<file path="config.mk">
export PLATFORM = sky130hd
export DESIGN_NAME = cond_branch_handler
export DESIGN_NICKNAME = d
export VERILOG_FILES = /design/src/rtl/cond_branch_handler.sv
export SDC_FILE = /design/constraint.sdc
export NUM_CORES = 1
export LEC_CHECK = 0
export CAP_MARGIN = 10
export CORE_MARGIN = 10
export CORE_UTILIZATION = 41
export DETAILED_ROUTE_END_ITERATION = 10
export MAX_ROUTING_LAYER = met4
export PLACE_DENSITY = 0.76
export SLEW_MARGIN = 25
export SYNTH_ARGS = -nofsm -noshare
export SYNTH_HDL_FRONTEND = slang
export SYNTH_SLANG_ARGS = --single-unit
export TNS_END_PERCENT = 20
</file>
<file path="constraint.sdc">
create_clock -name CLK -period 3.5 [get_ports CLK]
set_clock_uncertainty 0.2 [all_clocks]
set_input_delay 1.05 -clock CLK [delete_from_list [all_inputs] [get_ports CLK]]
set_output_delay 1.05 -clock CLK [all_outputs]
set_load 0.1 [all_outputs]
</file>
<file path="src/rtl/cond_branch_handler.sv">
// cond_branch_handler: ID-stage ARM condition evaluation and branch resolution.
// Selects forwarded EX flags or committed flags and evaluates the 4-bit
// condition field combinationally. A taken B/BL is sequenced by a small
// IDLE/FLUSH state machine. This produces one-cycle Branch_Taken and Link_En
// pulses and a Flush window that lasts FLUSH_CYCLES cycles.
// Optional feature macro: BRANCH_STATS_EN. It adds the Taken_Count output,
// which is a CNT_W-bit wrapping count of accepted branches.
module cond_branch_handler #(
  parameter int unsigned FLUSH_CYCLES = 1,
  parameter int unsigned CNT_W        = 16
) (
  input  logic             CLK,
  input  logic             CLR,
  input  logic [3:0]       Real_CC,
  input  logic [3:0]       EX_CC,
  input  logic             EX_S,
  input  logic [3:0]       Cond,
  input  logic             B_instr,
  input  logic             L_bit,
  input  logic             Stall,
  output logic             Cond_Pass,
  output logic             Branch_Taken,
  output logic             Link_En,
  output logic             Flush,
  output logic             Busy
`ifdef BRANCH_STATS_EN
  ,
  output logic [CNT_W-1:0] Taken_Count
`endif
);

  // Elaboration guard. An illegal configuration produces an empty block.
  // This keeps both parameters referenced in every build.
  if (FLUSH_CYCLES < 1 || FLUSH_CYCLES > 7 || CNT_W < 1) begin : g_param_range
  end

  localparam logic [2:0] CNT_INIT = 3'(FLUSH_CYCLES - 1);

  typedef enum logic {
    ST_IDLE  = 1'b0,
    ST_FLUSH = 1'b1
  } state_t;

  state_t     state_q, state_d;
  logic [2:0] cnt_q, cnt_d;
  logic       branch_taken_q, branch_taken_d;
  logic       link_en_q, link_en_d;
  logic       flush_q, flush_d;
  logic [3:0] eff_cc;
  logic       flag_z, flag_c, flag_n, flag_v;
  logic       cond_pass;
  logic       take_branch;

  // Forward EX flags when the EX instruction updates flags at the next edge.
  // This hides the one-cycle write latency of the status register.
  always_comb begin
    eff_cc = EX_S ? EX_CC : Real_CC;
    flag_z = eff_cc[3];
    flag_c = eff_cc[2];
    flag_n = eff_cc[1];
    flag_v = eff_cc[0];
  end

  // ARM condition-field evaluation. It is independent of state, Stall and CLR.
  always_comb begin
    cond_pass = 1'b0;
    unique case (Cond)
      4'b0000: cond_pass = flag_z;                               // EQ
      4'b0001: cond_pass = !flag_z;                              // NE
      4'b0010: cond_pass = flag_c;                               // CS
      4'b0011: cond_pass = !flag_c;                              // CC
      4'b0100: cond_pass = flag_n;                               // MI
      4'b0101: cond_pass = !flag_n;                              // PL
      4'b0110: cond_pass = flag_v;                               // VS
      4'b0111: cond_pass = !flag_v;                              // VC
      4'b1000: cond_pass = flag_c && !flag_z;                    // HI
      4'b1001: cond_pass = !flag_c || flag_z;                    // LS
      4'b1010: cond_pass = (flag_n == flag_v);                   // GE
      4'b1011: cond_pass = (flag_n != flag_v);                   // LT
      4'b1100: cond_pass = !flag_z && (flag_n == flag_v);        // GT
      4'b1101: cond_pass = flag_z || (flag_n != flag_v);         // LE
      4'b1110: cond_pass = 1'b1;                                 // AL
      default: cond_pass = 1'b0;                                 // NV
    endcase
  end

  assign Cond_Pass = cond_pass;

  // A branch is accepted only from IDLE when ID is not stalled.
  // Branches that arrive during FLUSH are squashed and ignored.
  assign take_branch = (state_q == ST_IDLE) && !Stall && B_instr && cond_pass;

  // Next-state and registered-output logic. Stall holds the state and flush
  // window, while the pulse outputs always fall so that they never stretch.
  always_comb begin
    state_d        = state_q;
    cnt_d          = cnt_q;
    flush_d        = flush_q;
    branch_taken_d = 1'b0;
    link_en_d      = 1'b0;
    if (!Stall) begin
      unique case (state_q)
        ST_IDLE: begin
          if (take_branch) begin
            state_d        = ST_FLUSH;
            cnt_d          = CNT_INIT;
            branch_taken_d = 1'b1;
            link_en_d      = L_bit;
            flush_d        = 1'b1;
          end else begin
            flush_d = 1'b0;
          end
        end
        ST_FLUSH: begin
          if (cnt_q == 3'd0) begin
            state_d = ST_IDLE;
            flush_d = 1'b0;
          end else begin
            cnt_d   = cnt_q - 3'd1;
            flush_d = 1'b1;
          end
        end
        default: begin
          state_d = ST_IDLE;
          cnt_d   = 3'd0;
          flush_d = 1'b0;
        end
      endcase
    end
  end

  // State register. Synchronous clear overrides everything, even mid-flush.
  always_ff @(posedge CLK) begin
    if (CLR) begin
      state_q        <= ST_IDLE;
      cnt_q          <= 3'd0;
      branch_taken_q <= 1'b0;
      link_en_q      <= 1'b0;
      flush_q        <= 1'b0;
    end else begin
      state_q        <= state_d;
      cnt_q          <= cnt_d;
      branch_taken_q <= branch_taken_d;
      link_en_q      <= link_en_d;
      flush_q        <= flush_d;
    end
  end

  assign Branch_Taken = branch_taken_q;
  assign Link_En      = link_en_q;
  assign Flush        = flush_q;
  assign Busy         = (state_q == ST_FLUSH);

`ifdef BRANCH_STATS_EN
  logic [CNT_W-1:0] taken_cnt_q, taken_cnt_d;

  // The count advances only on an accepted IDLE->FLUSH transition. The
  // take_branch term is already false under Stall, so the count holds then.
  always_comb begin
    taken_cnt_d = taken_cnt_q;
    if (take_branch) begin
      taken_cnt_d = taken_cnt_q + CNT_W'(1);
    end
  end

  // Taken-branch counter register. It wraps naturally at all-ones.
  always_ff @(posedge CLK) begin
    if (CLR) begin
      taken_cnt_q <= '0;
    end else begin
      taken_cnt_q <= taken_cnt_d;
    end
  end

  assign Taken_Count = taken_cnt_q;
`endif

endmodule
</file>
### Yosys cells after proc, flatten, opt, wreduce, memory -nomap -nowiden

Cells that the tools add are included.

| operators by class | value |
|---|---|
| add/sub/neg operators | 1 |
| equal/unequal tests | 18 |
| multiplexer cells | 8 |
| bitwise operators | 3 |
| reductions and logical operators | 17 |

Operator list:

| operator | number |
|---|---|
| 4-bit == test (second input constant) | 7 |
| 4-bit by 3-bit == test with 1-bit output (second input constant) | 4 |
| 1-bit case mux with 15 select lines | 1 |
| 4-bit by 2-bit == test with 1-bit output (second input constant) | 2 |
| 3-bit two-way mux | 2 |
| 3-bit case mux with 2 select lines | 1 |
| 1-bit logical AND | 5 |
| 1-bit zero test | 5 |
| 4-bit by 1-bit == test with 1-bit output (second input constant) | 1 |
| 4-bit zero test | 1 |
| 4-bit two-way mux | 1 |
| 2-bit inequality test (second input constant) | 2 |
| 4-bit OR reduction | 1 |
| 3-bit zero test | 1 |
| 1-bit NOT | 3 |
| 3-bit AND reduction | 1 |
| 3-bit OR reduction | 1 |
| 3-bit by 1-bit subtractor with 3-bit output (second input constant) | 1 |
| 1-bit logical OR | 2 |
| 1-bit two-way mux | 2 |
| 1-bit case mux with 2 select lines | 1 |
| 1-bit == test | 1 |
| 1-bit inequality test | 1 |

| word-level totals | value |
|---|---|
| bits in registers | 6 |
| input port bits | 18 |
| output and inout port bits | 5 |
| word-level logic and storage cells | 51 |

### Depth between registers and ports, before layout

Gate-level depths: netlist (run 1).

| logic depth | value |
|---|---|
| word-level depth | 7 |
| mapped depth | 7 |
| gate-level depth less buffers | 7 |

### Least setup slack after synthesis (run 1)

OpenSTA, ideal clock, no wires.

| path | value |
|---|---|
| path kind | in2out |
| start point | in EX_S |
| end point | out Cond_Pass |
| arrival time | 2.772 ns |
| data required time | 2.250 ns |
| path slack | -0.522 ns |
| stages on the path | 7 |
| path buffers | 1 |
| cell sequence | buf_2 mux2i_1 xnor2_1 a21oi_1 or3_4 and3_4 inv_1 |

| between the ends | value |
|---|---|
| cells in the longest elaborated chain, start to end | 4 |
| elaborated cells between the ends (all ways) | 12 |
| those cells by class | eq/ne (2); mux (2); reduce/logical (8) |

Ends and longest elaborated chain:

| what | line | RTL |
|---|---|---|
| from (decl) | 16 | `input logic EX_S,` |
| 4-bit two-way mux * | 57 | `eff_cc = EX_S ? EX_CC : Real_CC;` |
| 1-bit inequality test, or another cell as far along | 79, 81 |  |
| 1-bit logical OR, or another cell as far along | 81 | `4'b1101: cond_pass = flag_z \|\| (flag_n != flag_v);` |
| 1-bit case mux with 15 select lines * | 67 | `unique case (Cond)` |
| to (decl) | 21 | `output logic Cond_Pass,` |

Every way passes the cells marked *; elsewhere a longest branch is shown, timed or not.

### Final worst setup path (run 1)

Ends and elaborated chain as after synthesis.

==> results of run 1 <==
per-stage QoR:
step	area [um^2]	util [%]	setup slack, ns	hold slack, ns	std cells
after CTS	1064	80.72	-0.2671	0.3129	130
after floorplan	608.1	-	-0.2965	0.2611	73
final	1065	80.82	-0.2809	0.3168	130
after global routing	1065	80.82	-0.3699	0.3537	130
after detailed placement	927.1	70.37	-0.7001	0.3049	122
after global placement	927.1	70.37	-0.6712	0.3075	122
synth_stat cells:
cell / number / area (um^2)
nor3_1: 2 / 10.01
and3_1: 1 / 6.260
o32ai_1: 1 / 8.760
a21oi_1: 2 / 10.01
dfxtp_1: 6 / 120.1
and2_1: 1 / 6.260
or4_1: 1 / 7.510
nand4_1: 2 / 12.51
nand2_1: 7 / 26.28
o21a_1: 2 / 15.01
a211oi_1: 2 / 15.01
a22oi_1: 1 / 7.510
ha_1: 2 / 25.02
nor2b_1: 1 / 6.260
nor2_1: 7 / 26.28
or3_1: 1 / 6.260
o311a_2: 1 / 11.26
nor4b_4: 1 / 23.77
xor2_1: 2 / 17.52
or3b_2: 1 / 8.760
o21ai_0: 4 / 20.02
nor3b_1: 1 / 7.510
a221oi_1: 1 / 8.760
and3_4: 1 / 11.26
buf_4: 1 / 7.510
a31oi_1: 2 / 12.51
or3_4: 1 / 11.26
o2111ai_1: 1 / 8.760
xnor2_1: 2 / 17.52
mux2i_1: 5 / 50.05
buf_2: 2 / 10.01
nor3b_2: 1 / 12.51
inv_1: 6 / 22.52
a21boi_1: 1 / 7.510
sequential cells by signal, summed over array words and instances (netlist names):
register / cells
Branch_Taken: 1
cnt_q: 3
Flush: 1
Link_En: 1
how the worst max path moves through the flow:
stage | depth (start not counted) | from | endpoint | slack (ns)
floorplan | 7 | EX_S | Cond_Pass | -0.30
global placement | 8 | Real_CC[0] | Cond_Pass | -0.67
detailed placement | 9 | EX_S | Cond_Pass | -0.70
CTS | 9 | EX_S | Cond_Pass | -0.27
global route | 9 | EX_S | Cond_Pass | -0.37
finish | 9 | EX_S | Cond_Pass | -0.28
cells in the final DEF (no fill, tap or decap), types with 2 or more instances in the layout:
cell type,count
dfxtp_1,6
o21ai_0,4
buf_4,20
clkdlybuf4s50_1,4
clkbuf_4,3
dlygate4sd2_1,4
ha_1,2
o21a_1,2
nor2_1,7
buf_2,4
inv_1,4
nand2_1,7
buf_6,4
mux2i_1,3
a211oi_1,2
a21oi_1,2
clkdlybuf4s15_1,4
nand4_1,2
mux2i_4,2
what timing repair did:
item | 4_1_cts | 5_1_grt
setup endpoints to repair | 1 | 1
gates resized for setup | 51 | 1
pin swaps | 11 | 0
buffers inserted | 5 | 0
power by group through the flow:
stage	Clock [mW]	Sequential (mW)	Combinational [mW]
after floorplan	0	0.0809	0.0605
after global placement	0	0.0721	0.125
after detailed placement	0	0.0722	0.127
after CTS	0.0656	0.0709	0.144
after global routing	0.0696	0.0710	0.151
final	0.0631	0.0709	0.145
layer usage:
layer | wire [um] | vias up | part of all wire, %
li1 | - | 354 | -
met1 | 777 | 343 | 38
met2 | 1160 | 23 | 56
met3 | 90 | 6 | 4.4
met4 | 29 | 0 | 1.4
met5 | 0 | - | 0
layout make-up:
cell class	instances	area [um^2]	area share [%]
inverters	6	26.28	2.468
clock buffers	3	22.52	2.115
multi-input cells	58	511.7	48.06
repair buffers	42	365.4	34.31
well taps	15	18.77	1.763
flip-flops and latches	6	120.1	11.28
logic make-up after synthesis:
logic type	count (synthesis)	synth area share (%)
mux	5	8.658
buf+inv	9	6.927
xor+xnor	4	6.062
simple gates	29	31.61
flops	6	20.78
compound gates	18	21.65
fa+ha+maj	2	4.328
critical path, cell delays in order:
cell and delay (ns):
buf_8 0.07, buf_6 0.11, mux2i_4 0.28, a21boi_4 0.23, a31oi_2 0.10, nor3b_2 0.20, and3_4 0.23, clkinvlp_4 0.09
buf_12 0.17
==> impl_results.md, run 1 <==
* Outcome: finished, violations left
* Failing checks: setup timing
* Post-Syn Area per Cell at 7.919 um^2
* Max Freq at roughly 0.26 GHz
* Pwr Total at 279.2 uW
* Clk network pwr share at 22.6%
* Largest net degree at the start of global routing at 9
* Min-Delay Path Class: flip-flop to flip-flop
* Max rail drop VDD at 0.1451 mV
* RSZ-0062 raised after global routing: true
* Max-cap violation count at 0
* Starting Density at 43.87%
* Die height at ~58 um
* Max FO, Critical Path at 3
* CTS HTree Levels at 1
* Total CTS buffers at 3
* Register clock-pin slew on the reported worst setup and hold paths at 0.05 ns
* Worst r2r dst: cnt_q[1]$_SDFFE_PP0P_
* Grt ovf at 0
* Setup_tns at -0.2809 ns
* CP endpoint kind: output port
* Post-DP HPWL at 1.520 mm
* Core Box Area at 1318 um^2
* Internal at 177.6 uW
* Root Buffer: clkbuf_4
* Max-slew violations at 0
* Post-DRT Antenna Nets at 0
* Switching Power at 101.5 uW
* Synthesized Nets at 93
* CP Data Arrival Time at approximately 2.5 ns
* Switching share of power at between 30% and 40%
* Area grow syn2layout at 84.20%
* Worst slew pin tran at 0.4444 ns
* # hold bufs at CTS at 0
* Crit path launch type: input port
* Final net count at 137
* Flop pwr share at 25.4%
* Logic pwr share at 52.0%
* Min Tclk post-route at 3.781 ns
* Worst hold endpoint: cnt_q[0]$_SDFFE_PP0P_
* R2R Setup Slk at 1.50 ns
* DRC at 0
* Reg2Reg Depth at 7
* Syn Inst Count at 73
* Vias in the first global route at 763
* DIE WIDTH at 57.55 um
* Port bufs at 22
* Initial antenna violation count at 0
* Ports at 23
* Sequential share of the synthesized area at approximately a fifth
* Final period utilization at 108.0%
* LEAKAGE at between 0.4 and 0.5 nW
* Worst skew pair latency at 0.24 ns
* Hold Path Stages at 2
* M2 GR Usage at 24.23%
* Grt met3 use at under 10%
* Vias per inst at 5.585
* Hold Vio Cnt, Final at 0
* Seq cells post-synth at 6
* Normalized max-slew margin at between 70% and 80%
* Busiest grt layer: met2
* Hold path startpoint: cnt_q[0]$_SDFFE_PP0P_
* Worst R2R Start: cnt_q[0]$_SDFFE_PP0P_
* Setup Crit Path Kind: input port to output port
* Synth warn at 0
* Drt total wl at 2.058 mm
* Fillers at 89
* Clock tree from TritonCTS: done
* Pre-Repair DR Iteration Count at 4
* Diode count at 0
* Via count at 726
* DIE AREA at 3312 um^2
* Syn Std Cell Area at 578.1 um^2
* Final GP Congestion at approximately 0.85
* Clock sinks at 6
* FP Rows at 13
* Share of cells above drive strength 1 at 45.22%
* Drt wl/cell at 15.83 um
* Global Route Usage Sum at approximately an eighth
* DR iter-0 viols at 17
* Final WS setup at -0.2809 ns
* # setup viols final at 1
* Pwr/cell area at 262.2 nW/um^2
* Deepest clock path buffer count at 2
* Critical Path RT at approximately 2.3 ns
* First-pass GRT wire length at 3.367 mm
* Unique masters post-synth at 34
* Met1 Use GR at 11.60%
No activity file was read; power rests on OpenSTA's default activity.
==> inputs of run 2 (changes only) <==
CORE_MARGIN = default   (was 10)
SETUP_SLACK_MARGIN = 0.15   (was default)
==> run 2 against run 1 <==
Net effect:
- the run still ends with setup timing left
- design area increased by 6.2%
- count of clock-buffer cells in the layout did not move
- critical path type unchanged
- critical endpoint unchanged
- largest cell class unchanged
- utilization is 6.1 points higher
- maximum frequency decreased by 2.8%
- die area is 53% lower
==> impl_results.md, run 2 (synthesized netlist as in run 1, its figures left out) <==
* Outcome: finished, violations left
* Failing checks: setup timing
* Buffers and inverters on the worst path at 4 (unchanged)
* Setup_tns at -0.3899 ns (-0.1090 ns)
* Worst slew pin tran at 0.4072 ns (-0.03717 ns)
* Vias in the first global route at 703 (-7.9%)
* Critical Path RT at 2.25 ns (about the same)
* Clk network pwr share at 23.3% (+0.7 points)
* Port bufs at 22 (unchanged)
* Max-cap violation count at 0 (unchanged)
* Crit-path leading delay family: simple AND/OR/NAND/NOR gates
* Ports at 23 (unchanged)
* Initial antenna violation count at 0 (unchanged)
* CP endpoint kind: output port
* Root Buffer: clkbuf_4
* Grt ovf at 0 (unchanged)
* Largest net degree at the start of global routing at 9 (unchanged)
* Total CTS buffers at 3 (unchanged)
* Hold Path Stages at 2 (unchanged)
* RSZ-0062 raised after global routing: true
* Clock tree from TritonCTS: done
* Max-slew violations at 0 (unchanged)
* Crit path launch type: input port
* Reg2Reg Depth at 7 (unchanged)
* Commonest non-fill, non-tap cells in the layout: 22 x buf_4, 7 x nor2_1, 7 x nand2_1
* Final net count at 141 (+2.9%)
* Design area at 1131 um^2 (+6.2%)
* Max Freq at 0.2571 GHz (-2.8%)
* DIE WIDTH at 39.55 um (-31%)
* Slowest-stage cell, CP: mux2i_4
* FP Rows at 13 (unchanged)
* Min-Delay Path Class: flip-flop to flip-flop
* Max FO, Critical Path at 3 (unchanged)
* Util after Layout at 86.92% (+6.1 points)
* First-pass GRT wire length at 3.056 mm (-9.2%)
* CP Data Arrival Time at 2.64 ns (+0.11 ns)
* Most common cell after layout, fill and taps aside: buf_4
* Final period utilization at 111.1% (+3.1 points)
* Vias per inst at 6.246 (+12%)
* CP Cell Sequence: buf_8 > buf_6 > mux2i_4 > a21boi_4 > a31oi_4 > nor3b_2 > and3_4 > clkinvlp_4 > buf_12
* DRC at 0 (unchanged)
* Hold path startpoint: cnt_q[0]$_SDFFE_PP0P_
* DIE AREA at 1564 um^2 (-53%)
* Switching share of power at 39.55% (+3.2 points)
* Pre-Repair DR Iteration Count at 5 (+1)
* # hold bufs at CTS at 0 (unchanged)
* R2R Setup Slk at 1.61 ns (+0.11 ns)
* Max rail drop VDD at 0.1941 mV (+34%)
* Share of cells above drive strength 1 at 47.90% (+2.7 points)
* Logic pwr share at 53.6% (+1.6 points)
* DR iter-0 viols at 40 (+23)
* CTS HTree Levels at 1 (unchanged)
* Core Box Area at 1301 um^2 (-1.2%)
* Hold Vio Cnt, Final at 0 (unchanged)
* Clock sinks at 6 (unchanged)
* Global Route Usage Sum at 31.48% (+19 points)
* Worst hold endpoint: cnt_q[0]$_SDFFE_PP0P_
* Min Tclk post-route at 3.890 ns (+0.1090 ns)
* Worst skew pair latency at 0.27 ns (+0.03 ns)
* Worst r2r dst: cnt_q[1]$_SDFFE_PP0P_
* Switching Power at 121.9 uW (+20%)
* Crit-path max cell delay at 0.28 ns (about the same)
* LEAKAGE at 0.4714 nW (+5.4%)
* Internal at 186.3 uW (+4.9%)
* Drt wl/cell at 19.05 um (+20%)
* Max reg flops at 3 (unchanged)
* Starting Density at 44.42% (+0.55 points)
* Drt total wl at 2.553 mm (+24%)
* Via count at 837 (+15%)
* Worst R2R Start: cnt_q[0]$_SDFFE_PP0P_
* Setup Crit Path Kind: input port to output port
* Post-DP HPWL at 1.208 mm (-21%)
* Register clock-pin slew on the reported worst setup and hold paths at 0.04 ns (about the same)
* Biggest register: cnt_q
* Final WS setup at -0.3899 ns (-0.1090 ns)
* Diode count at 0 (unchanged)
* Die height at 39.55 um (-31%)
* Pwr/cell area at 272.5 nW/um^2 (+3.9%)
* # setup viols final at 1 (unchanged)
* Post-DRT Antenna Nets at 0 (unchanged)
* Final GP Congestion at 0.8946 (+5.3%)
* Pwr Total at 308.2 uW (+10%)
* Area post-placement at 934.6 um^2 (+0.81%)
* Normalized max-slew margin at 72.80% (+2.5 points)
* Flop pwr share at 23.0% (-2.4 points)
* Setup WS pre-CTS at -0.6773 ns (+0.02282 ns)
* Area grow syn2layout at 95.67%
* Deepest clock path buffer count at 2 (unchanged)
## run 2: power groups by stage
stage                     combinational (mW)  sequential (mW)  clock, mW
after floorplan                       0.0605           0.0809          0
after global placement                 0.126           0.0721          0
after detailed placement               0.129           0.0721          0
after CTS                              0.144           0.0708     0.0664
after global routing                   0.170           0.0710     0.0739
final                                  0.165           0.0710     0.0719
## run 2: through the flow
step           hold WS (ns)  cells
2_1_floorplan        0.2611     73
3_5_place_dp         0.3084    123
4_1_cts              0.3141    130
3_3_place_gp         0.2976    123
6_report             0.3193    134
5_1_grt              0.3756    134
## run 2: worst max path at each step
stage / slack (ns) / to / cells past startpoint / start
after floorplan: -0.30 / Cond_Pass / 7 / EX_S
after global routing: -0.43 / Cond_Pass / 9 / EX_S
after global placement: -0.65 / Cond_Pass / 8 / EX_CC[0]
after CTS: -0.34 / Cond_Pass / 10 / EX_S
final: -0.39 / Cond_Pass / 9 / EX_S
after detailed placement: -0.68 / Cond_Pass / 8 / EX_CC[0]
## run 2: what timing repair did
action	in CTS	in global routing
setup buffers	4	4
endpoints found under the setup margin	1	1
gates resized for setup	37	16
pin swaps	11	10
## run 2: worst min-delay path, stage by stage, from the launching register on
cell	delay, ns
dfxtp_1	0.31
o21ai_0	0.07
a31oi_1	0.07
## run 2: routing by layer
metal,GRT usage (%),part of all wire [%]
met1,34.81,32
met3,6.818,11
met2,54.10,50
met5,-,0
met4,12.93,6.9
## run 2: layout make-up
class                           count  area [um^2]
Inverter                            6        26.28
Clock buffer                        3        22.52
Fill cell                          69        170.2
Sequential cell                     6        120.1
Tap cell                           15        18.77
Multi-Input combinational cell     58        541.8
Timing Repair Buffer               46        401.6
